$ cat src/rtl/video_timing_gen_pkg.sv
`default_nettype none
// ============================================================================
// Module      : video_timing_gen_pkg
// Description : Shared timing constants, derived totals, the generator
//               state enum and the stage-0 timing record used by
//               video_timing_gen and its delay line.
//               Defaults describe 1280x720p60 at a 74.25 MHz pixel clock.
// Revision    : 1.0 - initial release
// ============================================================================
package video_timing_gen_pkg;

  // Width of the raster counters and of x_pos / y_pos.
  localparam int CNT_W = 12;

  // Default horizontal timing, in pixel clocks.
  localparam int DEF_H_ACTIVE = 1280;
  localparam int DEF_H_FP     = 110;
  localparam int DEF_H_SYNC   = 40;
  localparam int DEF_H_BP     = 220;

  // Default vertical timing, in lines.
  localparam int DEF_V_ACTIVE = 720;
  localparam int DEF_V_FP     = 5;
  localparam int DEF_V_SYNC   = 5;
  localparam int DEF_V_BP     = 20;

  // Default sync polarities (1 = sync pulse is a high level).
  localparam bit DEF_HS_POL = 1'b1;
  localparam bit DEF_VS_POL = 1'b1;

  // Total period of one axis: active + front porch + sync + back porch.
  function automatic int axis_total(input int active, input int fp,
                                    input int sync, input int bp);
    return active + fp + sync + bp;
  endfunction

  localparam int DEF_H_TOTAL = axis_total(DEF_H_ACTIVE, DEF_H_FP, DEF_H_SYNC, DEF_H_BP);
  localparam int DEF_V_TOTAL = axis_total(DEF_V_ACTIVE, DEF_V_FP, DEF_V_SYNC, DEF_V_BP);

  // Generator state: counters parked at zero, or scanning the raster.
  typedef enum logic [0:0] {
    IDLE = 1'b0,
    RUN  = 1'b1
  } vtg_state_e;

  // One pixel-clock worth of timing. hs/vs carry the output line level
  // (polarity already applied), not the "in sync region" flag.
  typedef struct packed {
    logic             de;
    logic             hs;
    logic             vs;
    logic [CNT_W-1:0] x;
    logic [CNT_W-1:0] y;
  } vtg_timing_t;

endpackage : video_timing_gen_pkg
`default_nettype wire

$ cat src/rtl/vtg_delay_line.sv
`default_nettype none
// ============================================================================
// Module      : vtg_delay_line
// Description : Fixed-depth register shift line. Every tap clears to
//               RESET_VAL on rst, so a reset flushes everything in flight.
// Ports       : clk  - clock
//               rst  - synchronous active-high reset
//               din  - data entering the line
//               dout - din delayed by exactly DEPTH clocks
// Revision    : 1.0 - initial release
// ============================================================================
module vtg_delay_line #(
  parameter int               DEPTH     = 1,
  parameter int               WIDTH     = 1,
  parameter logic [WIDTH-1:0] RESET_VAL = '0
) (
  input  logic             clk,
  input  logic             rst,
  input  logic [WIDTH-1:0] din,
  output logic [WIDTH-1:0] dout
);

  logic [WIDTH-1:0] r_taps [DEPTH];

  always_ff @(posedge clk) begin
    if (rst) begin
      for (int i = 0; i < DEPTH; i++) begin
        r_taps[i] <= RESET_VAL;
      end
    end else begin
      r_taps[0] <= din;
      for (int i = 1; i < DEPTH; i++) begin
        r_taps[i] <= r_taps[i-1];
      end
    end
  end

  assign dout = r_taps[DEPTH-1];

endmodule : vtg_delay_line
`default_nettype wire

$ cat src/rtl/video_timing_gen.sv
`default_nettype none
// ============================================================================
// Module      : video_timing_gen
// Description : Raster timing generator and frame-buffer read strobe.
//               rd_en pops the read FIFO READ_LAT clocks ahead of o_de so
//               FIFO data and timing reach the consumer aligned. Also keeps
//               a sticky FIFO underflow flag.
// Ports       : clk_74      - pixel clock (74.25 MHz for the default mode)
//               rst         - synchronous active-high reset
//               gen_en      - generator enable; dropping it finishes the frame
//               fifo_empty  - read FIFO empty flag
//               rd_en       - FIFO read strobe, one per active pixel
//               o_hs, o_vs  - sync outputs, active level HS_POL / VS_POL
//               o_de        - data enable, aligned with FIFO read data
//               x_pos/y_pos - pixel column / row, valid while o_de
//               frame_start - one-cycle pulse on the first o_de of a frame
//               underflow   - sticky: rd_en seen while FIFO empty
// Revision    : 1.0 - initial release
// ============================================================================
module video_timing_gen
  import video_timing_gen_pkg::*;
#(
  parameter int H_ACTIVE = DEF_H_ACTIVE,
  parameter int H_FP     = DEF_H_FP,
  parameter int H_SYNC   = DEF_H_SYNC,
  parameter int H_BP     = DEF_H_BP,
  parameter int V_ACTIVE = DEF_V_ACTIVE,
  parameter int V_FP     = DEF_V_FP,
  parameter int V_SYNC   = DEF_V_SYNC,
  parameter int V_BP     = DEF_V_BP,
  parameter bit HS_POL   = DEF_HS_POL,
  parameter bit VS_POL   = DEF_VS_POL,
  // FIFO read latency in clocks, legal range 1..4.
  parameter int READ_LAT = 1
) (
  input  logic             clk_74,
  input  logic             rst,
  input  logic             gen_en,
  input  logic             fifo_empty,
  output logic             rd_en,
  output logic             o_hs,
  output logic             o_vs,
  output logic             o_de,
  output logic [CNT_W-1:0] x_pos,
  output logic [CNT_W-1:0] y_pos,
  output logic             frame_start,
  output logic             underflow
);

  localparam int H_TOTAL = axis_total(H_ACTIVE, H_FP, H_SYNC, H_BP);
  localparam int V_TOTAL = axis_total(V_ACTIVE, V_FP, V_SYNC, V_BP);

  // Region boundaries at counter width; *_END values are exclusive.
  localparam logic [CNT_W-1:0] H_LAST   = CNT_W'(H_TOTAL - 1);
  localparam logic [CNT_W-1:0] V_LAST   = CNT_W'(V_TOTAL - 1);
  localparam logic [CNT_W-1:0] H_ACT_C  = CNT_W'(H_ACTIVE);
  localparam logic [CNT_W-1:0] V_ACT_C  = CNT_W'(V_ACTIVE);
  localparam logic [CNT_W-1:0] HS_START = CNT_W'(H_ACTIVE + H_FP);
  localparam logic [CNT_W-1:0] HS_END   = CNT_W'(H_ACTIVE + H_FP + H_SYNC);
  localparam logic [CNT_W-1:0] VS_START = CNT_W'(V_ACTIVE + V_FP);
  localparam logic [CNT_W-1:0] VS_END   = CNT_W'(V_ACTIVE + V_FP + V_SYNC);

  // Stage-0 value while not scanning; also the delay line's reset value so
  // the outputs come out of reset at their idle levels.
  localparam vtg_timing_t IDLE_TIMING = '{
    de: 1'b0,
    hs: ~HS_POL,
    vs: ~VS_POL,
    x:  '0,
    y:  '0
  };

  vtg_state_e       r_state;
  vtg_state_e       w_state_nxt;
  logic [CNT_W-1:0] r_h_cnt;
  logic [CNT_W-1:0] r_v_cnt;
  logic             w_h_last;
  logic             w_v_last;
  logic             w_active;
  logic             w_hs_region;
  logic             w_vs_region;
  vtg_timing_t      r_stage0;
  vtg_timing_t      w_delayed;
  logic             r_underflow;

  assign w_h_last = (r_h_cnt == H_LAST);
  assign w_v_last = (r_v_cnt == V_LAST);

  // --------------------------------------------------------------------------
  // State machine: leaving RUN is only allowed on the last pixel of a frame,
  // so a mid-frame gen_en drop always completes the frame in progress.
  // --------------------------------------------------------------------------
  always_ff @(posedge clk_74) begin
    if (rst) begin
      r_state <= IDLE;
    end else begin
      r_state <= w_state_nxt;
    end
  end

  always_comb begin
    w_state_nxt = r_state;
    case (r_state)
      IDLE: begin
        if (gen_en) begin
          w_state_nxt = RUN;
        end
      end
      RUN: begin
        if (w_h_last && w_v_last && !gen_en) begin
          w_state_nxt = IDLE;
        end
      end
      default: begin
        w_state_nxt = IDLE;
      end
    endcase
  end

  // --------------------------------------------------------------------------
  // Raster counters. Held at zero outside RUN so every run starts at the
  // top-left pixel. The last pixel of a frame wraps both to zero.
  // --------------------------------------------------------------------------
  always_ff @(posedge clk_74) begin
    if (rst || (r_state != RUN)) begin
      r_h_cnt <= '0;
      r_v_cnt <= '0;
    end else if (w_h_last) begin
      r_h_cnt <= '0;
      r_v_cnt <= w_v_last ? '0 : (r_v_cnt + CNT_W'(1));
    end else begin
      r_h_cnt <= r_h_cnt + CNT_W'(1);
    end
  end

  // --------------------------------------------------------------------------
  // Region decode and stage 0. vs depends on v_cnt alone, so it changes on
  // the h_cnt = 0 cycle together with v_cnt and spans whole lines.
  // --------------------------------------------------------------------------
  assign w_active    = (r_h_cnt < H_ACT_C) && (r_v_cnt < V_ACT_C);
  assign w_hs_region = (r_h_cnt >= HS_START) && (r_h_cnt < HS_END);
  assign w_vs_region = (r_v_cnt >= VS_START) && (r_v_cnt < VS_END);

  always_ff @(posedge clk_74) begin
    if (rst || (r_state != RUN)) begin
      r_stage0 <= IDLE_TIMING;
    end else begin
      r_stage0.de <= w_active;
      r_stage0.hs <= w_hs_region ? HS_POL : ~HS_POL;
      r_stage0.vs <= w_vs_region ? VS_POL : ~VS_POL;
      r_stage0.x  <= r_h_cnt;
      r_stage0.y  <= r_v_cnt;
    end
  end

  assign rd_en = r_stage0.de;

  // --------------------------------------------------------------------------
  // Align timing with FIFO read data: READ_LAT further clocks after rd_en.
  // --------------------------------------------------------------------------
  vtg_delay_line #(
    .DEPTH     (READ_LAT),
    .WIDTH     ($bits(vtg_timing_t)),
    .RESET_VAL (IDLE_TIMING)
  ) u_delay (
    .clk  (clk_74),
    .rst  (rst),
    .din  (r_stage0),
    .dout (w_delayed)
  );

  assign o_de  = w_delayed.de;
  assign o_hs  = w_delayed.hs;
  assign o_vs  = w_delayed.vs;
  assign x_pos = w_delayed.x;
  assign y_pos = w_delayed.y;

  // Top-left active pixel as seen at the consumer.
  assign frame_start = w_delayed.de && (w_delayed.x == '0) && (w_delayed.y == '0);

  // --------------------------------------------------------------------------
  // Sticky underflow: a pop issued while the FIFO is empty. Purely a status
  // flag; rd_en and the timing are never gated by it.
  // --------------------------------------------------------------------------
  always_ff @(posedge clk_74) begin
    if (rst) begin
      r_underflow <= 1'b0;
    end else if (rd_en && fifo_empty) begin
      r_underflow <= 1'b1;
    end
  end

  assign underflow = r_underflow;

endmodule : video_timing_gen
`default_nettype wire

$ cat config.mk
export PLATFORM = sky130hd
export DESIGN_NAME = video_timing_gen
export DESIGN_NICKNAME = d
export VERILOG_FILES = /design/src/rtl/video_timing_gen_pkg.sv /design/src/rtl/vtg_delay_line.sv /design/src/rtl/video_timing_gen.sv
export SDC_FILE = /design/constraint.sdc
export NUM_CORES = 1
export LEC_CHECK = 0
export BUFFER_PORTS_ARGS = -buffer_cell sky130_fd_sc_hd__buf_2
export CAP_MARGIN = 10
export CORE_MARGIN = 5
export CORE_UTILIZATION = 23
export DETAILED_ROUTE_END_ITERATION = 8
export HOLD_SLACK_MARGIN = 0.08
export RECOVER_POWER = 100
export SLEW_MARGIN = 30
export SYNTH_ARGS = -nofsm -noshare
export SYNTH_HDL_FRONTEND = slang
export SYNTH_SLANG_ARGS = --single-unit
$ cat constraint.sdc
create_clock -name clk_74 -period 2.33 [get_ports clk_74]
set_clock_uncertainty 0.2 [all_clocks]
set_input_delay 0.3495 -clock clk_74 [delete_from_list [all_inputs] [get_ports clk_74]]
set_output_delay 0.3495 -clock clk_74 [all_outputs]
set_load 0.02 [all_outputs]
==> summary.txt, run 1 <==
PnR worst setup slack - -30.2 ps
grt met2 use - 0.126
die height - 121 µm
CP Class - reg2reg
WP data required - 2380 ps
DR vias/cell - 4.18
# IOs - 34
CP max FO - 5
final worst-path cycle share - 1.01
Iter 0 DRT Violations - 76
most frequent cells in the layout - 78 x dfxtp_1, 33 x clkbuf_1, 29 x nor2b_1
gr busiest metal - met2
gr usage total - 0.0827
DRC - 0
post-synthesis sequential area ratio - 0.560
site row count - 40
global routing usage on met1 - 0.104
worst hold margin - 121 ps
final wirelength - 5830 µm
nets - 357
die area - 14800 µm²
Critical Path End Type - register
GR met3 Demand/Resource - 0.0266
total power - 0.00295 W
most common cell after layout, fill and taps aside - dfxtp_1
Synth Area in Compound Gates - 0.0722
number of synthesized register bits - 80
max_slew headroom - 0.264
setup_tns - -82.9 ps
depth of the CTS H-tree - 3
peak supply drop - 0.000386 V
XOR/XNOR Fraction of Synth Area - 0.0276
CTS tree - done
CP arrival - 2410 ps
Final Setup Violations - 4
Starting Density - 0.236
grt total ovfl - 0
max cap viols - 0
Pwr Density - 796 nW/µm²
clock root buffer - clkbuf_16
area delta synth->final - 29.9%
vias post-DR - 2173
Multi-input gate area - 1210 µm²
deepest clock path buffer count - 2
largest net degree at the start of global routing - 29
static leakage - 1.32 nW
Reg clk slew, reported paths - 60 ps
IO buf count - 33
layout cells sized above 1 - 0.151
first-pass GRT wire length - 9550 µm
status - finished with violations
Synth Cell Area - 2860 µm²
Die X - 121 µm
total core area - 12100 µm²
fill cell count - 1276
Final min period - 2360 ps
TritonRoute pass-1 iters - 5
antenna violations before repair - 0
final hold violation count - 0
CP Launch Type - register
post-synthesis simple-gate area fraction - 0.284
Synth Instances - 291
CTS Buf Count - 9
storage element area - 1600 µm²
clk_lat worst skew - 320 ps
Syn Nets - 300
worst hold path class - in2reg
hpwl dp - 4060 µm
Syn Area/Cell - 9.82 µm²
failing checks - negative setup slack
largest family of logic cells by synthesized area - simple AND/OR/NAND/NOR gates
Final Max Tran Viols - 0
RSZ-0062 raised after global routing - yes
adder-cell share of the synthesized area - 0.0219
Unique masters post-synth - 36
Worst-Margin Slew - 1100 ps
yosys warns - 0
CTS Sinks - 80
vias in the first global route - 2009
post-synthesis mux area share - 0
n_diodes - 0
gpl congestion - 0.773
Detail Route Antenna Nets - 0
DR WL/cell - 11.2 µm
Max Fclk - 424 MHz
-- timing repair --
action | in CTS | in global routing
endpoints found under the setup margin | 3 | 9
pin swaps | 5 | 3
resized for setup | 2 | 10
hold buffers | 1 | 0
setup buffers | 5 | 1
gates cloned | 1 | 0
endpoints found under the hold margin | 1 | 0
-- cell families (layout without fill, tap and decap cells) --
family | after synthesis | after routing
flip-flops | 80 | 80
AND/OR/NAND/NOR | 140 | 141
buffers and inverters | 22 | 82
XOR/XNOR | 9 | 9
adder cells (fa/ha/maj) | 5 | 5
AO/OA/AOI/OAI | 35 | 35
-- metal layers --
layer / wire length (µm) / part of all wire
met5: 0 / 0
met4: 114 / 0.020
met3: 328 / 0.056
met2: 2580 / 0.44
met1: 2800 / 0.48
-- synthesized netlist by cell type, drive strengths merged --
cell	count	area [µm²]
nor3	2	10.0
xor2	7	61.3
nor4	5	31.3
nand3	16	80.1
a2111oi	1	8.76
and4	3	26.3
or3	3	18.8
and3	1	6.26
nor4b	3	26.3
nor2	25	93.8
a31oi	4	25.0
nand2	12	45.0
o31ai	6	45.0
inv	7	26.3
nand4b	3	26.3
and2	20	125
and4b	1	10.0
a21oi	15	75.1
o22ai	1	6.26
buf	2	22.5
nand3b	1	7.51
xnor2	2	17.5
nand4	5	31.3
nand2b	3	18.8
o21ai	6	30.0
clkbuf	13	48.8
dfxtp	80	1600
o41ai	1	8.76
ha	5	62.6
a21o	1	7.51
nor2b	29	181
or4	6	48.8
or4b	2	23.8
-- final timing paths --
| check | cells past startpoint | slack [ps] | end | start |
|---|---|---|---|---|
| worst min register to register | 1 | 230 | u_delay.r_taps[0][16] | r_stage0[16] |
| worst min-delay path | 3 | 120 | r_state | gen_en |
| worst max register to register | 6 | -30 | r_v_cnt[7] | r_h_cnt[1] |
| worst max-delay path | 6 | -30 | r_v_cnt[7] | r_h_cnt[1] |
-- report_power, final --
part	switching, W	internal [W]
combinational	0.0000546	0.0000365
clock	0.000490	0.000988
sequential	0.00000528	0.00138
-- registers in the layout (all words and copies together) (netlist names) --
register and cells:
r_h_cnt 12, r_stage0 26, r_state 1, r_v_cnt 12
rd_en 1, u_delay.r_taps 27, underflow 1
-- stage by stage --
| stage | util | setup slack, ps | std cells | area (µm²) |
|---|---|---|---|---|
| after floorplan | - | 8.77 | 291 | 2860 |
| after global placement | 0.275 | -28.4 | 497 | 3330 |
| after detailed placement | 0.275 | -75.9 | 497 | 3330 |
| after CTS | 0.306 | -31.9 | 519 | 3710 |
| after global routing | 0.306 | -91.7 | 520 | 3710 |
| final | 0.306 | -30.2 | 520 | 3710 |
-- layout make-up --
cell class | count | share of cell area
clock inverters | 3 | 0.0175
multi-input cells | 190 | 0.325
flip-flops and latches | 80 | 0.432
well taps | 168 | 0.0566
inverters | 7 | 0.00708
clock buffers | 12 | 0.0691
repair buffers | 60 | 0.0924
-- critical path, cell delays in order, from the launching register on --
cell     delay (ps)
dfxtp_2         320
inv_2            50
ha_1            120
or4b_4          470
or4_4           470
or4_1           520
a21oi_1         140
(Power assumes the default switching activity.)
==> run 2, diff against run 1 <==
==> constraint.sdc (replaced) <==
create_clock -name clk_74 -period 2.33 [get_ports clk_74]
set_clock_uncertainty 0.2 [all_clocks]
set_input_delay 0.233 -clock clk_74 [delete_from_list [all_inputs] [get_ports clk_74]]
set_output_delay 0.233 -clock clk_74 [all_outputs]
set_load 0.02 [all_outputs]
==> run 2 against run 1 <==
  * The flow now finishes without violations
  * First-iteration DRC count grew 20%
  * Critical path type unchanged
  * Final cell count did not move
  * Via count down 0.55%
==> summary.txt, run 2 (synthesis gave the netlist of run 1 again) <==
status - complete, no violations
Iter 0 DRT Violations - 91 (+20%)
gr usage total - 0.0847 (+0.00206)
CP Class - reg2reg
site row count - 40 (unchanged)
CTS Buf Count - 9 (unchanged)
clk_lat worst skew - 340 ps (+20 ps)
CP Cell Sequence - inv_2 -> ha_1 -> or4b_4 -> or4_4 -> or4_1 -> a21oi_1
Hold Path Origin - r_stage0[3]
hpwl dp - 4080 µm (+0.46%)
max_slew headroom - 0.146 (-0.117)
clock power share - 0.511 (+0.011)
first-pass GRT wire length - 9580 µm (+0.37%)
Post-Layout Cell Count - 520 (unchanged)
Critical Path End Type - register
Final Max Tran Viols - 0 (unchanged)
Final Setup Violations - 0 (-4)
layout cells sized above 1 - 0.142 (-0.00852)
placed insts - 497 (unchanged)
Pwr Density - 810 nW/µm² (+1.8%)
CTS tree - done
storage element area - 1600 µm² (unchanged)
R2R cell count - 6 (unchanged)
area delta synth->final - 29.6%
Sequential Power Share - 0.461 (-0.008)
grt total ovfl - 0 (unchanged)
Comb power frac - 0.028 (-0.003)
switching power - 0.000564 W (+2.6%)
Top Registers - u_delay.r_taps x27, r_stage0 x26
max incr delay on CP - 490 ps (-30 ps)
IO buf count - 33 (unchanged)
Multi-input gate area - 1190 µm² (-1.7%)
max FFs per register - 27 (unchanged)
PnR worst setup slack - 29.4 ps (+59.6 ps)
n_diodes - 0 (unchanged)
TritonRoute pass-1 iters - 4 (-1)
total core area - 12100 µm² (unchanged)
launch point of the worst reg-to-reg path - r_h_cnt[1]
hold path cells - 1 (-2)
Int Power - 0.00244 W (+1.3%)
# IOs - 34 (unchanged)
Max Fclk - 435 MHz (+2.6%)
switching share of total power - 0.188 (+0.00184)
worst hold path class - reg2reg
most common cell after layout, fill and taps aside - dfxtp_1
worst flop-to-flop path endpoint - r_v_cnt[11]
DR WL/cell - 11.1 µm (-1.0%)
worst hold margin - 233 ps (+112 ps)
clock root buffer - clkbuf_16
r2r setup slk - 30 ps (+60 ps)
fill cell count - 1280 (+0.31%)
Detail Route Antenna Nets - 0 (unchanged)
DRC - 0 (unchanged)
Most flops, register - u_delay.r_taps
Setup WS pre-CTS - -65.4 ps (+10.5 ps)
final wirelength - 5770 µm (-1.0%)
hold endpoint - u_delay.r_taps[0][3]
nets - 356 (-0.28%)
Reg clk slew, reported paths - 60 ps (about the same)
final hold violation count - 0 (unchanged)
DR vias/cell - 4.16 (-0.55%)
CP arrival - 2370 ps (-40 ps)
antenna violations before repair - 0 (unchanged)
deepest clock path buffer count - 2 (unchanged)
static leakage - 1.32 nW (about the same)
max cap viols - 0 (unchanged)
die area - 14800 µm² (unchanged)
RSZ-0062 raised after global routing - yes
largest net degree at the start of global routing - 32 (+10%)
die height - 121 µm (unchanged)
Starting Density - 0.236 (unchanged)
vias in the first global route - 2028 (+0.95%)
depth of the CTS H-tree - 3 (unchanged)
gpl congestion - 0.798 (+3.2%)
Worst path slowest cell - or4_1
WP data required - 2400 ps (+20 ps)
final worst-path cycle share - 0.987 (-0.0256)
peak supply drop - 0.000369 V (-4.4%)
CP max FO - 7 (+2)
Die X - 121 µm (unchanged)
CP Launch Type - register
total power - 0.00300 W (+1.6%)
vias post-DR - 2161 (-0.55%)
Final min period - 2300 ps (-59.6 ps)
Worst-Margin Slew - 1280 ps (+176 ps)
CTS Sinks - 80 (unchanged)
most frequent cells in the layout - 78 x dfxtp_1, 33 x clkbuf_1, 29 x nor2b_1
-- run 2: cell count changes in the layout (fill, tap and decap cells not counted), sizes merged --
cell / previous run / this run
clkinv: 1 / 0
clkbuf: 45 / 46
dlygate4sd3: 1 / 2
or4: 7 / 6
-- run 2: through the flow --
stage | setup TNS [ps] | cell area, µm² | utilization
2_1_floorplan | 0 | 2860 | -
3_3_place_gp | -28.1 | 3310 | 0.274
5_1_grt | -120 | 3700 | 0.306
6_report | 0 | 3700 | 0.306
4_1_cts | -136 | 3710 | 0.307
3_5_place_dp | -134 | 3310 | 0.274
-- run 2: layout make-up --
cell class,count,share of cell area
well taps,168,0.0568
multi-input cells,189,0.320
clock buffers,14,0.0740
repair buffers,60,0.0926
flip-flops and latches,80,0.433
inverters,7,0.00709
clock inverters,2,0.0162
-- run 2: worst max path at each step --
stage                from  slack (ps)  cells after the start          end
2_1_floorplan  r_h_cnt[1]           9                      7   r_v_cnt[4]
3_3_place_gp   r_h_cnt[1]         -30                      6   r_v_cnt[9]
3_5_place_dp   r_h_cnt[1]         -70                      6   r_v_cnt[9]
4_1_cts        r_h_cnt[1]         -80                      6  r_v_cnt[11]
5_1_grt        r_h_cnt[1]         -40                      6   r_v_cnt[7]
6_report       r_h_cnt[1]          30                      6  r_v_cnt[11]
-- run 2: timing repair --
item | 4_1_cts | 5_1_grt
hold buffers | 2 | 0
hold endpoints to repair | 2 | 0
buffers inserted | 4 | 1
resized for setup | 6 | 5
pin swaps | 7 | 5
endpoints found under the setup margin | 3 | 8
-- run 2: per-layer routing --
layer  part of all wire  global-route usage  wire (µm)  up-vias
met5                  0                   0          0        -
met4              0.025              0.0525        145        0
met3              0.056              0.0303        321        8
met2               0.45               0.132       2620       47
met1               0.47              0.0985       2690      993
li1                   -                   -          -     1113
-- run 2: power groups by stage --
| stage | registers, W | logic (W) | clock network [W] |
|---|---|---|---|
| 6_report | 0.00138 | 0.0000826 | 0.00153 |
| 5_1_grt | 0.00138 | 0.0000921 | 0.00163 |
| 4_1_cts | 0.00138 | 0.0000849 | 0.00157 |
| 3_5_place_dp | 0.00141 | 0.0000787 | 0 |
| 3_3_place_gp | 0.00141 | 0.0000773 | 0 |
| 2_1_floorplan | 0.00142 | 0.0000403 | 0 |
-- run 2: worst max-delay path: cells and delay by family, from the launching register on --
family                   cells  cell delay, ps
AND/OR/NAND/NOR              3            1420
flip-flops                   1             320
AO/OA/AOI/OAI                1             130
adder cells (fa/ha/maj)      1             120
buffers and inverters        1              50
==> run 3, diff against run 2 <==
--- a/config.mk
+++ b/config.mk
@@ -8,9 +8,10 @@
 export BUFFER_PORTS_ARGS = -buffer_cell sky130_fd_sc_hd__buf_2
 export CAP_MARGIN = 10
 export CORE_MARGIN = 5
-export CORE_UTILIZATION = 23
+export CORE_UTILIZATION = 45
 export DETAILED_ROUTE_END_ITERATION = 8
 export HOLD_SLACK_MARGIN = 0.08
+export PLACE_DENSITY = 0.67
 export RECOVER_POWER = 100
 export SLEW_MARGIN = 30
 export SYNTH_ARGS = -nofsm -noshare
==> run 3 against run 2 <==
  * The flow now finishes with violations (negative setup slack)
  * Via count grew 0.51%
  * Worst hold slack better by 3.9 ps
  * Die area fell by 45%
  * Cell area shrank 5.5%
  * Clock power decreased by 41%
==> summary.txt, run 3 (synthesis gave the netlist of run 1 again) <==
CP Launch Type - register
Final Setup Violations - 1 (+1)
antenna violations before repair - 0 (unchanged)
clock root buffer - clkbuf_8
CP Class - reg2reg
peak supply drop - 0.000484 V (+31%)
R2R cell count - 6 (unchanged)
deepest clock path buffer count - 2 (unchanged)
Iter 0 DRT Violations - 180 (+98%)
grt total ovfl - 0 (unchanged)
max incr delay on CP - 490 ps (about the same)
die height - 89.7 µm (-26%)
Crit path max-delay family - simple AND/OR/NAND/NOR gates
max_slew headroom - 0.141 (-0.00515)
Max Fclk - 428 MHz (-1.6%)
CP Depth - 6 (unchanged)
Worst path slowest cell - or4_1
Final Max Tran Viols - 0 (unchanged)
Final min period - 2340 ps (+36.5 ps)
Die X - 89.7 µm (-26%)
n_diodes - 0 (unchanged)
fill cell count - 573 (-55%)
Starting Density - 0.455 (+0.219)
CTS Buf Count - 9 (unchanged)
# IOs - 34 (unchanged)
DRC - 0 (unchanged)
first-pass GRT wire length - 9050 µm (-5.6%)
WP data required - 2410 ps (about the same)
CP arrival - 2410 ps (+40 ps)
Setup WS pre-CTS - -91.1 ps (-25.7 ps)
CP Cell Sequence - inv_2 -> ha_4 -> or4b_4 -> or4_4 -> or4_1 -> a21oi_1
storage element area - 1600 µm² (unchanged)
most common cell after layout, fill and taps aside - dfxtp_1
site row count - 29 (-28%)
Layout Cell Area excl Fill - 3500 µm² (-5.5%)
most frequent cells in the layout - 78 x dfxtp_1, 31 x clkbuf_1, 29 x nor2b_1
depth of the CTS H-tree - 3 (unchanged)
nets - 359 (+0.84%)
vias in the first global route - 2021 (-0.35%)
die area - 8040 µm² (-45%)
worst hold margin - 237 ps (+3.94 ps)
DR WL/cell - 13.1 µm (+18%)
CTS tree - done
gr usage total - 0.149 (+0.0643)
failing checks - negative setup slack
PnR worst setup slack - -7.11 ps (-36.5 ps)
max FFs per register - 27 (unchanged)
crit path buf inv count - 1 (unchanged)
status - finished with violations
final worst-path cycle share - 1.00 (+0.0157)
Multi-input gate area - 1230 µm² (+3.6%)
total core area - 6280 µm² (-48%)
vias post-DR - 2172 (+0.51%)
TritonRoute pass-1 iters - 4 (unchanged)
CTS Sinks - 80 (unchanged)
Pwr Density - 677 nW/µm² (-16%)
final wirelength - 5670 µm (-1.8%)
Area after DPL - 3220 µm² (-2.8%)
total power - 0.00237 W (-21%)
Most flops, register - u_delay.r_taps
clk_lat worst skew - 340 ps (about the same)
final hold violation count - 0 (unchanged)
area delta synth->final - 22.4%
static leakage - 1.26 nW (-4.6%)
worst hold path class - reg2reg
CP max FO - 8 (+1)
hpwl dp - 3870 µm (-5.0%)
Reg clk slew, reported paths - 80 ps (+20 ps)
Critical Path End Type - register
hold path cells - 1 (unchanged)
largest net degree at the start of global routing - 32 (unchanged)
Detail Route Antenna Nets - 0 (unchanged)
RSZ-0062 raised after global routing - yes
DR vias/cell - 5.03 (+21%)
IO buf count - 33 (unchanged)
layout cells sized above 1 - 0.177 (+0.0354)
Worst-Margin Slew - 1290 ps (+7.73 ps)
Top Registers - u_delay.r_taps x27, r_stage0 x26
gpl congestion - 0.775 (-2.9%)
max cap viols - 0 (unchanged)
-- run 3: changes by cell type in the layout (fill, tap and decap cells not counted), moves of 2 or more --
cell	change
clkbuf_8	+6
clkbuf_16	-9
bufinv_16	-2
clkinvlp_4	+3
o31ai_1	-2
a21oi_2	+2
inv_6	+2
clkbuf_1	-2
a21oi_1	-2
buf_4	+3
o31ai_2	+2
-- run 3: layer usage --
layer,share of wire,track usage
met5,0,0
met4,0.018,0.0731
met3,0.053,0.0438
met2,0.47,0.239
met1,0.46,0.182
-- run 3: what timing repair did --
item,CTS,global route
buffers inserted,4,1
resized for setup,7,11
endpoints found under the hold margin,2,0
pin swaps,5,6
setup endpoints to repair,3,9
hold buffers,2,0
-- run 3: worst reg2reg max path, delay by kind of cell, from the launching register on --
| family | cells | cell delay (ps) |
|---|---|---|
| AND/OR/NAND/NOR | 3 | 1430 |
| AO/OA/AOI/OAI | 1 | 140 |
| flip-flops | 1 | 330 |
| buffers and inverters | 1 | 60 |
| adder cells (fa/ha/maj) | 1 | 110 |
-- run 3: final cells by class --
type | instances | area share
inverter | 7 | 0.00751
tap | 77 | 0.0275
clock inverter | 7 | 0.0154
clock buffer | 9 | 0.0354
timing repair buffer | 63 | 0.104
sequential | 80 | 0.459
multi-input combinational | 189 | 0.351
-- run 3: final timing paths --
kind               start                    to  slack, ps
max reg2reg   r_h_cnt[1]           r_v_cnt[11]         -7
min          r_stage0[8]  u_delay.r_taps[0][8]        240
min reg2reg  r_stage0[8]  u_delay.r_taps[0][8]        240
max           r_h_cnt[1]           r_v_cnt[11]         -7
-- run 3: stage by stage --
step,util,TNS [ps],std cells
finish,0.557,-7.11,432
global route,0.557,-352,432
CTS,0.555,-235,431
detailed placement,0.513,-220,409
global placement,0.513,-30.3,409
floorplan,-,0,291
-- run 3: power by group --
group	leakage [nW]	internal [W]	switching, W
Clock	0.0822	0.000393	0.000504
Combinational	0.532	0.0000357	0.0000541
Sequential	0.646	0.00138	0.00000617
Total	1.26	0.00181	0.000565
